**config.mk**
```make
export PLATFORM = sky130hd
export DESIGN_NAME = mp_add_sequencer
export DESIGN_NICKNAME = d
export VERILOG_FILES = /design/src/rtl/mp_add_pkg.sv /design/src/rtl/n_bit_pg_carry_ripple.sv /design/src/rtl/mp_add_sequencer.sv
export SDC_FILE = /design/constraint.sdc
export NUM_CORES = 1
export LEC_CHECK = 0
export CAP_MARGIN = 20
export CORE_ASPECT_RATIO = 1.1
export CORE_MARGIN = 5
export CORE_UTILIZATION = 30
export DETAILED_ROUTE_END_ITERATION = 12
export PLACE_DENSITY_LB_ADDON = 0.2
export REMOVE_ABC_BUFFERS = 1
export SLEW_MARGIN = 30
export SYNTH_ARGS = -nofsm -noshare
export SYNTH_HDL_FRONTEND = slang
export SYNTH_SLANG_ARGS = --single-unit
```
**constraint.sdc**
```tcl
create_clock -name clk -period 18.1 [get_ports clk]
set_input_delay 1.81 -clock clk [delete_from_list [all_inputs] [get_ports clk]]
set_output_delay 1.81 -clock clk [all_outputs]
set_load 0.05 [all_outputs]
```
**src/rtl/mp_add_pkg.sv**
```systemverilog
// Shared types and helpers for the multi-precision add/subtract sequencer.
package mp_add_pkg;

    typedef enum logic [1:0] {
        IDLE = 2'd0,
        RUN  = 2'd1,
        DONE = 2'd2
    } state_t;

    // Word index width; a single-word operand still needs a 1-bit index.
    function automatic int idx_width(input int k);
        return (k <= 2) ? 1 : $clog2(k);
    endfunction

endpackage

```
**src/rtl/n_bit_pg_carry_ripple.sv**
```systemverilog
// N-bit ripple-carry adder built from per-bit generate/propagate terms.
module n_bit_pg_carry_ripple #(
    parameter int N = 32
) (
    input  logic [N-1:0] a,
    input  logic [N-1:0] b,
    input  logic         cin,
    output logic [N-1:0] s,
    output logic         cout
);

    logic [N-1:0] p;
    logic [N-1:0] g;
    logic [N:0]   c;

    assign p = a ^ b;
    assign g = a & b;

    always_comb begin
        c    = '0;
        c[0] = cin;
        for (int i = 0; i < N; i++) begin
            c[i+1] = g[i] | (p[i] & c[i]);
        end
    end

    assign s    = p ^ c[N-1:0];
    assign cout = c[N];

endmodule

```
**src/rtl/mp_add_sequencer.sv**
```systemverilog
// K*N-bit add/subtract computed one N-bit word per clock, LS word first,
// through a single shared ripple-carry adder.
module mp_add_sequencer
    import mp_add_pkg::*;
#(
    parameter int N = 32,
    parameter int K = 4
) (
    input  logic           clk,
    input  logic           rst_n,
    input  logic           in_valid,
    output logic           in_ready,
    input  logic [N*K-1:0] op_a,
    input  logic [N*K-1:0] op_b,
    input  logic           sub,
    output logic           out_valid,
    input  logic           out_ready,
    output logic [N*K-1:0] result,
    output logic           carry_out,
    output logic           overflow
);

    localparam int W  = N * K;
    localparam int IW = idx_width(K);

    // Handshakes: a transfer happens on a rising edge where valid && ready.
    // ready/valid come from registered state only, gated by rst_n.
    state_t        state;
    logic [IW-1:0] idx;
    logic [W-1:0]  a_reg;
    logic [W-1:0]  b_reg;
    logic          sub_reg;
    logic          carry_reg;

    logic [N-1:0]  word_b;
    logic [N-1:0]  add_a;
    logic [N-1:0]  add_b;
    logic          add_cin;
    logic [N-1:0]  add_s;
    logic          add_cout;
    logic          last_word;

    always_comb begin
        add_a   = a_reg[idx*N +: N];
        word_b  = b_reg[idx*N +: N];
        add_b   = sub_reg ? ~word_b : word_b;
        add_cin = (idx == '0) ? sub_reg : carry_reg;
    end

    assign last_word = (idx == IW'(K - 1));

    n_bit_pg_carry_ripple #(.N(N)) u_adder (
        .a    (add_a),
        .b    (add_b),
        .cin  (add_cin),
        .s    (add_s),
        .cout (add_cout)
    );

    always_ff @(posedge clk) begin
        if (!rst_n) begin
            state     <= IDLE;
            idx       <= '0;
            a_reg     <= '0;
            b_reg     <= '0;
            sub_reg   <= 1'b0;
            carry_reg <= 1'b0;
            result    <= '0;
            carry_out <= 1'b0;
            overflow  <= 1'b0;
        end else begin
            case (state)
                IDLE: begin
                    if (in_valid) begin
                        a_reg   <= op_a;
                        b_reg   <= op_b;
                        sub_reg <= sub;
                        idx     <= '0;
                        state   <= RUN;
                    end
                end
                RUN: begin
                    result[idx*N +: N] <= add_s;
                    carry_reg          <= add_cout;
                    if (last_word) begin
                        carry_out <= add_cout;
                        // Sign check uses the effective (possibly inverted) B word.
                        overflow  <= (add_a[N-1] == add_b[N-1]) && (add_s[N-1] != add_a[N-1]);
                        idx       <= '0;
                        state     <= DONE;
                    end else begin
                        idx <= idx + 1'b1;
                    end
                end
                DONE: begin
                    if (out_ready) begin
                        state <= IDLE;
                    end
                end
                default: state <= IDLE;
            endcase
        end
    end

    assign in_ready  = rst_n && (state == IDLE);
    assign out_valid = rst_n && (state == DONE);

endmodule

```
==> results.sh <==
export IMPL_status="complete, no violations"
export IMPL_cts_tree="built"
export IMPL_cp_max_fo=38
export IMPL_max_freq_mhz=65.0
export IMPL_worstMarginPinSlew_ps=998
export IMPL_holdPathStages=2
export IMPL_grt_pass1_wl_um=89500
export IMPL_grt_overflow_total=0
export IMPL_yosysSeqAreaShare=0.443
export IMPL_worst_path_max_delay_cell="buf_4"
export IMPL_io_pins=393
export IMPL_cp_arrival_ps=15870
export IMPL_syn_inst=1888
export IMPL_avgSynthCellArea_um2=9.38
export IMPL_fin_skew_ps=17.4
export IMPL_drive_above_1_share=0.0752
export IMPL_area_delta_synth_final_pct=32.0
export IMPL_clock_latency_ps=570
export IMPL_postPlaceCellArea_mm2=0.0220
export IMPL_port_buffer_count=392
export IMPL_min_period_over_period=0.850
export IMPL_antenna_left=0
export IMPL_ys_warn_count=0
export IMPL_r2r_cells=37
export IMPL_synth_area_mm2=0.0177
export IMPL_wl_um=59100
export IMPL_ys_types=40
export IMPL_nets=2491
export IMPL_dieArea_mm2=0.0640
export IMPL_clock_path_buffers=3
export IMPL_fin_area_mm2=0.0234
export IMPL_async_flop_share=0
export IMPL_setup_tns_final_ps=0
export IMPL_r2r_end="result[63]$_SDFFE_PN0P_"
export IMPL_ys_flop_type="dfxtp_1"
export IMPL_max_stage_delay_ps=650
export IMPL_cts_root_buf="clkbuf_16"
export IMPL_slew_viol_final=0
export IMPL_setup_viol=0
export IMPL_pwr_density_cell_mw_per_mm2=90.6
export IMPL_synth_seq_cells=392
export IMPL_grt_pass1_vias=14800
export IMPL_critPathKind="register to register"
export IMPL_yosys_top_cells_area="dfxtp_1, nand2_1, a21boi_1, mux4_2, fa_1"
export IMPL_worstHoldStart="result[24]$_SDFFE_PN0P_"
export IMPL_ctsResizeCount=0
export IMPL_synth_top_cell_by_area="dfxtp_1"
export IMPL_endpoint_kind="register"
export IMPL_post_cts_buffers=0
export IMPL_leakagePower_uw=0.00824
export IMPL_hold_path_endpoint="result[24]$_SDFFE_PN0P_"
export IMPL_cts_hold_buffers=0
export IMPL_rsz0062_at_grt="no"
export IMPL_path_clk_slew_ps=60
export IMPL_antenna_found_initial=2
export IMPL_drt_iter0_markers=912
export IMPL_finalHoldViolCount=0
export IMPL_rows=93
export IMPL_start_kind="register"
export IMPL_max_cap_violations=0
export IMPL_cp_data_required_time_ps=18590
export IMPL_post_drt_wl_per_cell_um=19.8
export IMPL_grt_start_max_net_pins=133
export IMPL_timing_reg2reg_setup_slack_ps=2720
export IMPL_htreeDepth=2
export IMPL_core_area_mm2=0.0585
export IMPL_slew_headroom=0.334
export IMPL_die_y_um=265
export IMPL_synth_edf_count=0
export IMPL_dp_hpwl_um=41300
export IMPL_clock_sinks=392
export IMPL_grt_usage=0.177
export IMPL_drc=0
export IMPL_cts_buffers=44
export IMPL_period_needed_ps=15380
export IMPL_ys_top_cells_by_count="nand2_1, dfxtp_1, a21boi_1, clkbuf_1, inv_1"
export IMPL_floorplan_initialDensity=0.303
export IMPL_dr_total_vias=14400
export IMPL_drt_pass1_iter_count=5
export IMPL_via_per_inst=4.83
export IMPL_synth_top_area_share=0.443
export IMPL_place_congestion=0.762
export IMPL_yosysMostFrequentCell="nand2_1"
export IMPL_crit_reg2reg_launch="idx[0]$_SDFFE_PN0P_"
export IMPL_hold_path_class="register to register"
export IMPL_die_w_um=242
export IMPL_cpMostUsedCell="fa_1"
export IMPL_ir_drop_uv=56.0
metrics by stage:
step                hold WS [ps]  setup WS (ps)  total power [uW]  cells   util
floorplan                    432           1470              1130   1725      -
global placement             439           2770              1260   2898  0.374
finish                       446           2720              2120   2983  0.400
CTS                          450           2630              2150   2980  0.399
global route                 467           2160              2220   2982  0.399
detailed placement           443           2660              1270   2903  0.375
report_power, final:
| part | leakage (uW) | total [uW] | internal, uW | switching, uW |
|---|---|---|---|---|
| combinational | 0.00436 | 319 | 149 | 170 |
| clock | 0.000683 | 871 | 508 | 363 |
| sequential | 0.00320 | 927 | 903 | 23.9 |
| total | 0.00824 | 2120 | 1560 | 557 |
critical path, delay by kind of cell, from the launching register on:
kind	cells	cell delay (ps)
AO/OA/AOI/OAI	1	150
adder cells (fa/ha/maj)	32	13200
AND/OR/NAND/NOR	1	380
buffers and inverters	2	720
multiplexers	1	380
flip-flops	1	440
layer usage:
layer  wire [um]  up-vias  part of all wire  track usage
met5          13        -           0.00022            0
met4        1400        2             0.024       0.0460
met3        3380       75             0.057       0.0422
met2       28200      390              0.48        0.300
met1       26100     6993              0.44        0.230
li1            -     6936                 -            -
area by class of cell:
class	instances	area [um^2]
Clock buffer	68	1300
Timing Repair Buffer	420	4210
Sequential cell	392	7860
Fill cell	5826	35100
Clock inverter	9	81.3
Multi-Input combinational cell	1264	8720
Antenna cell	1	2.50
Inverter	69	259
Tap cell	760	951
logic make-up after synthesis:
group	Yosys count	synth area share
muxes	65	0.0819
adders and majority gates	39	0.0411
AOI/OAI and AO/OA	393	0.171
xor gates and xnor gates	32	0.0158
DFF	392	0.443
buffers and inverters	232	0.0669
and+or+nand+nor	735	0.180
cells in the final DEF (no fill, tap or decap), drive strengths merged, types with 2 or more instances in the layout:
| cell | netlist | layout |
|---|---|---|
| or3 | 64 | 64 |
| nand2b | 3 | 3 |
| inv | 69 | 71 |
| fa | 32 | 32 |
| a32oi | 64 | 64 |
| clkdlybuf4s50 | 0 | 391 |
| nand3b | 6 | 6 |
| dfxtp | 392 | 392 |
| and3b | 3 | 3 |
| clkbuf | 73 | 68 |
| xnor2 | 31 | 31 |
| nand2 | 581 | 581 |
| a21boi | 321 | 321 |
| nor2b | 68 | 68 |
| nor3b | 2 | 2 |
| mux4 | 64 | 64 |
| o211a | 2 | 2 |
| buf | 90 | 29 |
| ha | 7 | 7 |
| clkinv | 0 | 6 |
| nand4 | 2 | 2 |
worst max path at each step:
| stage | startpoint | slack [ps] | cells past startpoint | endpoint |
|---|---|---|---|---|
| 2_1_floorplan | idx[0]$_SDFFE_PN0P_ | 1470 | 36 | result[63]$_SDFFE_PN0P_ |
| 3_3_place_gp | idx[0]$_SDFFE_PN0P_ | 2770 | 37 | result[31]$_SDFFE_PN0P_ |
| 3_5_place_dp | idx[0]$_SDFFE_PN0P_ | 2660 | 37 | result[63]$_SDFFE_PN0P_ |
| 4_1_cts | idx[0]$_SDFFE_PN0P_ | 2630 | 37 | result[63]$_SDFFE_PN0P_ |
| 5_1_grt | idx[0]$_SDFFE_PN0P_ | 2160 | 37 | result[31]$_SDFFE_PN0P_ |
| 6_report | idx[0]$_SDFFE_PN0P_ | 2720 | 37 | result[63]$_SDFFE_PN0P_ |
No activity file was read; power rests on OpenSTA's default activity.
